### config.mk
export PLATFORM = sky130hd
export DESIGN_NAME = program_loader
export DESIGN_NICKNAME = d
export VERILOG_FILES = /design/src/rtl/program_loader_pkg.sv /design/src/rtl/program_loader_byte_assembler.sv /design/src/rtl/program_loader.sv
export SDC_FILE = /design/constraint.sdc
export NUM_CORES = 1
export LEC_CHECK = 0
export CORE_ASPECT_RATIO = 0.9
export CORE_MARGIN = 1.5
export CORE_UTILIZATION = 40
export CTS_CLUSTER_DIAMETER = 150
export DETAILED_ROUTE_END_ITERATION = 6
export SLEW_MARGIN = 20
export SYNTH_ARGS = -nofsm -noshare
export SYNTH_HDL_FRONTEND = slang
export SYNTH_SLANG_ARGS = --single-unit
### constraint.sdc
create_clock -name clk -period 2.21 [get_ports clk]
set_clock_uncertainty 0.15 [all_clocks]
set_input_delay 0.442 -clock clk [delete_from_list [all_inputs] [get_ports clk]]
set_output_delay 0.442 -clock clk [all_outputs]
set_load 0.01 [all_outputs]
### src/rtl/program_loader_pkg.sv
// Shared definitions for the program loader: FSM states and frame constants.
package program_loader_pkg;

  typedef enum logic [2:0] {
    S_IDLE,
    S_LEN,
    S_DATA,
    S_WRITE,
    S_CHECK,
    S_DONE,
    S_ERROR
  } state_e;

  localparam int         WORD_BYTES = 4;
  localparam logic [7:0] CHK_INIT   = 8'h00;

endpackage

### src/rtl/program_loader_byte_assembler.sv
// Byte-to-word assembler: places each accepted byte into its little-endian
// lane, keeps a running XOR of every data byte, and flags the 4th byte.
module program_loader_byte_assembler
  import program_loader_pkg::*;
(
  input  logic        clk,
  input  logic        rst_n,
  input  logic        clear_i,
  input  logic        byte_vld_i,
  input  logic [7:0]  byte_i,
  output logic [31:0] word_o,
  output logic        word_ready_o,
  output logic [7:0]  chk_o
);

  logic [1:0]  byte_cnt_q, byte_cnt_d;
  logic [31:0] word_q, word_d;
  logic [7:0]  chk_q, chk_d;

  // Next-state: lane insert, byte counter and checksum accumulation.
  always_comb begin
    byte_cnt_d = byte_cnt_q;
    word_d     = word_q;
    chk_d      = chk_q;
    if (clear_i) begin
      byte_cnt_d = '0;
      word_d     = '0;
      chk_d      = CHK_INIT;
    end else if (byte_vld_i) begin
      word_d[{byte_cnt_q, 3'b000} +: 8] = byte_i;
      byte_cnt_d = byte_cnt_q + 2'd1;
      chk_d      = chk_q ^ byte_i;
    end
  end

  // State registers.
  always_ff @(posedge clk or negedge rst_n) begin
    if (!rst_n) begin
      byte_cnt_q <= '0;
      word_q     <= '0;
      chk_q      <= CHK_INIT;
    end else begin
      byte_cnt_q <= byte_cnt_d;
      word_q     <= word_d;
      chk_q      <= chk_d;
    end
  end

  // word_o includes the byte being accepted this cycle, so the parent can
  // capture the complete word on the same edge that takes the 4th byte.
  assign word_o       = word_d;
  assign word_ready_o = byte_vld_i && !clear_i &&
                        (byte_cnt_q == 2'(WORD_BYTES - 1));
  assign chk_o        = chk_q;

endmodule

### src/rtl/program_loader.sv
// Program loader: receives a byte-serial LEN/DATA/CHK frame, writes each
// assembled word into program memory and releases the CPU only after a
// frame whose checksum matches.
module program_loader
  import program_loader_pkg::*;
#(
  parameter int ADDR_W    = 8,
  parameter int MAX_WORDS = 64
) (
  input  logic              clk,
  input  logic              reset,
  input  logic              load_start,
  input  logic [7:0]        in_data,
  input  logic              in_valid,
  output logic              in_ready,
  output logic [ADDR_W-1:0] mem_address,
  output logic [31:0]       mem_write_data,
  output logic              mem_write,
  output logic              cpu_hold,
  output logic              done,
  output logic              error
);

  state_e             state_q, state_d;
  logic [7:0]         n_q, n_d;
  logic [7:0]         idx_q, idx_d;
  logic [ADDR_W-1:0]  addr_q, addr_d;
  logic [31:0]        wdata_q, wdata_d;

  logic               xfer;
  logic               asm_clear;
  logic               asm_vld;
  logic               word_ready;
  logic [31:0]        asm_word;
  logic [7:0]         asm_chk;

  assign in_ready = (state_q == S_LEN) || (state_q == S_DATA) ||
                    (state_q == S_CHECK);
  assign xfer     = in_valid && in_ready;
  assign asm_vld  = xfer && (state_q == S_DATA);

  program_loader_byte_assembler u_asm (
    .clk          (clk),
    .rst_n        (reset),
    .clear_i      (asm_clear),
    .byte_vld_i   (asm_vld),
    .byte_i       (in_data),
    .word_o       (asm_word),
    .word_ready_o (word_ready),
    .chk_o        (asm_chk)
  );

  // Frame FSM next-state; address/data are captured when a word completes
  // so they stay stable through WRITE and hold between writes.
  always_comb begin
    state_d   = state_q;
    n_d       = n_q;
    idx_d     = idx_q;
    addr_d    = addr_q;
    wdata_d   = wdata_q;
    asm_clear = 1'b0;
    case (state_q)
      S_IDLE, S_DONE, S_ERROR: begin
        if (load_start) begin
          state_d   = S_LEN;
          idx_d     = '0;
          asm_clear = 1'b1;
        end
      end
      S_LEN: begin
        if (xfer) begin
          if (in_data == 8'd0 || int'(in_data) > MAX_WORDS) begin
            state_d = S_ERROR;
          end else begin
            n_d     = in_data;
            state_d = S_DATA;
          end
        end
      end
      S_DATA: begin
        if (word_ready) begin
          state_d = S_WRITE;
          addr_d  = ADDR_W'({idx_q, 2'b00});
          wdata_d = asm_word;
        end
      end
      S_WRITE: begin
        if (idx_q == n_q - 8'd1) begin
          state_d = S_CHECK;
        end else begin
          idx_d   = idx_q + 8'd1;
          state_d = S_DATA;
        end
      end
      S_CHECK: begin
        if (xfer) state_d = (in_data == asm_chk) ? S_DONE : S_ERROR;
      end
      default: state_d = S_IDLE;
    endcase
  end

  // FSM and write-port registers.
  always_ff @(posedge clk or negedge reset) begin
    if (!reset) begin
      state_q <= S_IDLE;
      n_q     <= '0;
      idx_q   <= '0;
      addr_q  <= '0;
      wdata_q <= '0;
    end else begin
      state_q <= state_d;
      n_q     <= n_d;
      idx_q   <= idx_d;
      addr_q  <= addr_d;
      wdata_q <= wdata_d;
    end
  end

  assign mem_address    = addr_q;
  assign mem_write_data = wdata_q;
  assign mem_write      = (state_q == S_WRITE);
  assign done           = (state_q == S_DONE);
  assign error          = (state_q == S_ERROR);
  assign cpu_hold       = (state_q != S_DONE);

endmodule

==> run metrics, run 1 <==
GRT Total Usage between 10% and 20%; first-pass GRT wire length approximately 17000 um; Placer Congestion ~0.84; Reg-to-Reg End idx_q[7]; final instance count without filler cells 649; cells along the critical path and2b_2, nand2_1, inv_1, dlygate4sd2_1; maxcap violations 0; prevailing post-synth register cell dfrtp_1; Worst path slowest cell dfrtp_2; Layout area overhead 29.43%; drt total wl 10030 um; placed cell area 0.005258 mm^2; Placed Cells 630; Max Freq roughly 0.48 GHz; register area share after synthesis between 50% and 60%; layout net count 534; final routed wire length divided by cell count ~15 um; share of post-route cells with drive strength above 1 around 16%; Die Area between 0.01 and 0.015 mm^2; input/output buffers between 50 and 60; Core Area about 0.010 mm^2; WHS Endpoint mem_write_data[11]; vias in the first global route between 3k and 4k; Die W around 110 um; diode count 0; hold path depth 2; EDFF count, synth 0; crit path capture type output pin; Avg Vias per Cell just over 5; critical path's largest stage delay ~420 ps; via count ~3.4k; FP Rows 35; count of cell types in the netlist 53; CTS root buffer clkbuf_16; Crit Path Category flop to output pin; crit start category flop; post-route antenna net violation count 0; post-synthesis cell count 438; Tcrit/Tclk final 95.00%; Pins Over Slew Limit 0; Reg-to-Reg Start n_q[2]; min-delay worst type flop to flop; initial antenna violation count 0; outcome finished clean; Hold Path Origin mem_write_data[11]; Seq cells post-synth 91; setup tns final 0 ps; clk sink count 91; Final Hold Vio Count 0; drt first pass iters 4; Starting Density a little over two fifths; Final Setup Violations 0; Die Y 102.1 um; Mapped Area approximately 0.0044 mm^2; Ys Warns 0; peak supply drop between 0.5 and 0.6 mV; Async SR Flop Fraction 100.0%; TritonCTS clock tree built; most frequent cells in the layout dfrtp_1, nand2_1, nor2_1, clkdlybuf4s50_1, buf_4; DRC 0; Static Leak 2.747 nW; Power Density 1383 mW/mm^2; leading area contributor after synthesis dfrtp_1; I/O pin count 57; Total Power approximately 8 mW; design area approximately 0.0056 mm^2; Skew-Pair Late Insertion Delay approximately 340 ps; largest net degree at the start of global routing 39; dominant cells by area after synthesis dfrtp_1, nand2_1, o21ai_0, nor2_1, xor2_1; Tmin final 2100 ps; total gr overflow 0; Finished Core Util between 50% and 60%; r2r setup slk about 130 ps; 1st-iter DRT viols 163; TritonCTS Buffers 9; CTS clk-pin slew, worst paths 60 ps; Max clock buf depth 2; Worst Path Arrival between 1500 and 2000 ps; Avg Cell Area, Syn between 9 and 10 um^2; CP Data Required Time between 1500 and 2000 ps; Reg2Reg Depth 7; CTS H-tree depth 3; DP HPWL about 7200 um; RSZ-0062 raised after global routing no; CP max FO 4; post-synth top area share a little over half; commonest non-fill, non-tap cell in the layout dfrtp_1
worst max-delay path by stage:
stage / slack, ps / startpoint / cells after the start / to
after floorplan: -20 / in_data[3] / 7 / n_q[0]
after global placement: -450 / in_data[1] / 7 / n_q[2]
after detailed placement: -480 / in_data[1] / 7 / n_q[3]
after CTS: -3 / in_data[3] / 7 / n_q[5]
after global routing: 5 / state_q[0] / 4 / in_ready
final: 110 / state_q[0] / 4 / mem_write
synthesized netlist by cell type, types with 2 or more instances:
cell type  number
a21oi_1        30
a22o_1          8
and2_0          3
and2_1          2
and3_1         25
buf_1           2
buf_2           9
buf_4           4
clkbuf_1       15
dfrtp_1        91
ha_1            7
inv_1           8
mux2_1          7
mux2_2          5
mux2i_1         7
nand2_1        53
nand2b_1        5
nand3_1         2
nor2_1         45
nor3_1          9
nor3b_1         5
nor4_1          2
o211ai_1        2
o21ai_0        35
o21bai_1        2
o31ai_1         2
xnor2_1        10
xor2_1         18
area by class of cell:
cell class,count,area [um^2]
fillers,967,4777
flip-flops and latches,91,2278
multi-input cells,308,1966
repair buffers,96,893.4
clock buffers,11,252.7
well taps,129,161.4
clock inverters,5,60.06
inverters,9,33.78
flip-flops by register name, indices dropped and copies added (netlist names):
register / count
idx_q: 8
mem_address: 6
mem_write_data: 32
n_q: 8
state_q: 3
u_asm.byte_cnt_q: 2
u_asm.chk_o: 8
u_asm.word_q: 24
worst max-delay path: cells and delay by family (launching register included):
family	cells	cell delay (ps)
flip-flops	1	420
buffers and inverters	2	390
AND/OR/NAND/NOR	2	360
report_power, final:
group          leakage, nW  switching, mW  internal, mW
combinational         1.38           1.66          1.72
clock                0.152          0.642         0.942
sequential            1.22          0.491          2.35
total                 2.75           2.79          5.01
what timing repair did:
action,CTS,global route
setup buffers,2,0
hold endpoints to repair,30,0
pin swaps,3,4
setup endpoints to repair,13,34
hold buffers,1,0
resized for setup,11,16
metal layers:
| metal | vias to the layer above | track usage, % | share of wire, % |
|---|---|---|---|
| li1 | 1645 | - | - |
| met1 | 1644 | 26.48 | 48 |
| met2 | 59 | 30.54 | 47 |
| met3 | 7 | 3.381 | 3.9 |
| met4 | 0 | 5.962 | 0.95 |
| met5 | - | 0 | 0 |
kinds of logic after synthesis:
group                      share of synthesized area, %
muxes                                             4.705
other                                           0.08598
adders and majority gates                         2.008
xor gates and xnor gates                          5.622
and+or+nand+nor                                   19.05
AOI/OAI and AO/OA                                 12.11
DFF                                               52.21
buffers and inverters                             4.217
metrics by stage:
step	hold slack (ps)	worst slack, ps
CTS	337.7	-3.066
floorplan	-3.591	-18.59
finish	330.5	110.4
global placement	264.7	-446.6
global route	350.5	5.289
detailed placement	275.6	-476.5
(Power assumes the default switching activity.)
==> run 2, diff against run 1 <==
--- a/config.mk
+++ b/config.mk
@@ -7,9 +7,10 @@
 export LEC_CHECK = 0
 export CORE_ASPECT_RATIO = 0.9
 export CORE_MARGIN = 1.5
-export CORE_UTILIZATION = 40
+export CORE_UTILIZATION = 50
 export CTS_CLUSTER_DIAMETER = 150
 export DETAILED_ROUTE_END_ITERATION = 6
+export PLACE_DENSITY = 0.76
 export SLEW_MARGIN = 20
 export SYNTH_ARGS = -nofsm -noshare
 export SYNTH_HDL_FRONTEND = slang
==> run 2 against run 1 <==
Against the previous run: hold slack better by 5.6 ps; sequential share of layout area up 0.87 points; highest routed layer unchanged; non-clock buffer count up 3; first-iteration DRC count down 6.7%; sequential power about the same; via count up 2.4%; largest power group unchanged; fmax down 1.2%; clock power down 32%; largest cell class unchanged.
==> run metrics, run 2 (synthesis results as in run 1) <==
NetSw 2.815 mW; layout net count between 500 and 600; Worst-Margin Slew 520.5 ps; DRC 0; outcome finished clean; Core Area between 0.008 and 0.009 mm^2; Starting Density between 50% and 60%; post-route antenna net violation count 0; FP Rows 32; commonest non-fill, non-tap cell in the layout dfrtp_1; maxcap violations 0; TritonCTS Buffers 9; P_int roughly 4.5 mW; Crit Path Category flop to flop; Max Freq 0.4704 GHz; max_slew headroom between 60% and 70%; share of post-route cells with drive strength above 1 16.63%; drt total wl ~10000 um; final worst setup slack about 84 ps; Avg Vias per Cell 5.349; Final Setup Violations 0; largest net degree at the start of global routing 41; pre-CTS setup slack -469.3 ps; crit path capture type flop; 1st-iter DRT viols roughly 150; Clk network pwr share between 10% and 20%; CP max FO 8; Final Hold Vio Count 0; diode count 0; Tcrit/Tclk final approximately 96%; combinational power share 46.9%; most frequent cells in the layout dfrtp_1, nand2_1, nor2_1, clkdlybuf4s50_1, buf_4; Pins Over Slew Limit 0; Skew-Pair Late Insertion Delay around 360 ps; final instance count without filler cells 642; peak supply drop 0.5978 mV; Die Y approximately 92 um; Tmin final approximately 2100 ps; Die W a little over 100 um; clk sink count 91; Worst Path Arrival between 2000 and 2500 ps; Layout area overhead 26.76%; Static Leak between 2 and 3 nW; vias in the first global route approximately 3.3k; TritonCTS clock tree built; CTS root buffer clkbuf_8; Seq pwr share between 30% and 40%; via count about 3.4k; min-delay worst type flop to flop; CP Data Required Time 2330 ps; Placer Congestion about 0.81; Total Power between 7 and 8 mW; CTS H-tree depth 3; crit start category flop; Finished Core Util 64.83%; CTS clk-pin slew, worst paths 90 ps; DP HPWL roughly 6900 um; GRT Total Usage between 20 and 25%; Die Area about 0.0093 mm^2; final routed wire length divided by cell count about 15 um; total gr overflow 0; Placed Cells around 620; Power Density between 1000 and 1500 mW/mm^2; max FFs per register 32; I/O pin count between 50 and 60; first-pass GRT wire length about 16000 um; Max clock buf depth 2; input/output buffers 54; switch share a little under two fifths; initial antenna violation count 0; drt first pass iters 5
run 2: cell types whose count changed in the layout (fill, tap and decap cells not counted), moves of 2 or more:
cell / delta
mux2_1: +2
buf_4: +3
o21ai_0: -2
mux2_4: -2
clkbuf_16: -9
o21ai_1: +2
nor3b_2: +2
nor3b_1: -2
clkbuf_8: +8
run 2: timing repair:
| action | CTS | global route |
|---|---|---|
| hold endpoints to repair | 25 | 0 |
| endpoints found under the setup margin | 19 | 19 |
| gates cloned | 0 | 0 |
| hold buffers | 1 | 0 |
| pin swaps | 4 | 3 |
| setup buffers | 3 | 3 |
| gates resized for setup | 21 | 6 |
run 2: critical path, stage by stage, from the launching register on:
cell and delay, ps:
dfrtp_1 360, inv_1 130, ha_1 460, nor3b_2 420
and3_1 230, a21oi_1 80, o21ai_0 210
run 2: cell type report:
class / count / area (um^2)
multi-input cells: 308 / 1958
repair buffers: 99 / 912.1
clock buffers: 10 / 137.6
clock inverters: 6 / 58.81
flip-flops and latches: 91 / 2280
fillers: 678 / 2999
well taps: 119 / 148.9
inverters: 9 / 33.78
run 2: final timing paths:
check / slack (ps) / to / start / cells past startpoint
max in group asynchronous: 840 / u_asm.byte_cnt_q[0] / reset / 3
worst min register to register: 340 / mem_write_data[10] / mem_write_data[10] / 2
worst max-delay path: 80 / mem_write_data[12] / u_asm.byte_cnt_q[0] / 6
worst max register to register: 80 / mem_write_data[12] / u_asm.byte_cnt_q[0] / 6
min in group asynchronous: 390 / idx_q[7] / reset / 2
worst min-delay path: 340 / mem_write_data[10] / mem_write_data[10] / 2
run 2: power by group through the flow:
stage / sequential [mW] / combinational (mW) / clock (mW)
4_1_cts: 2.83 / 3.38 / 1.11
3_5_place_dp: 2.87 / 3.30 / 0
3_3_place_gp: 2.83 / 3.17 / 0
6_report: 2.82 / 3.45 / 1.08
2_1_floorplan: 2.88 / 1.84 / 0
5_1_grt: 2.90 / 3.81 / 1.18
run 2: per-stage QoR:
stage / hold WS, ps / setup TNS [ps] / cell area (um^2)
2_1_floorplan: -3.591 / -117.1 / 4394
3_3_place_gp: 236.5 / -4360 / 5238
3_5_place_dp: 237.7 / -6127 / 5238
4_1_cts: 342.4 / 0 / 5494
5_1_grt: 365.0 / -6.766 / 5529
6_report: 336.2 / 0 / 5529
run 2: per-layer routing:
layer  vias up  GRT usage (%)  routed length (um)
met4         0          6.366                 167
met5         -              0                   0
met2        89          36.74                4915
met1      1685          31.54                4338
met3        13          4.696                 437
li1       1647              -                   -
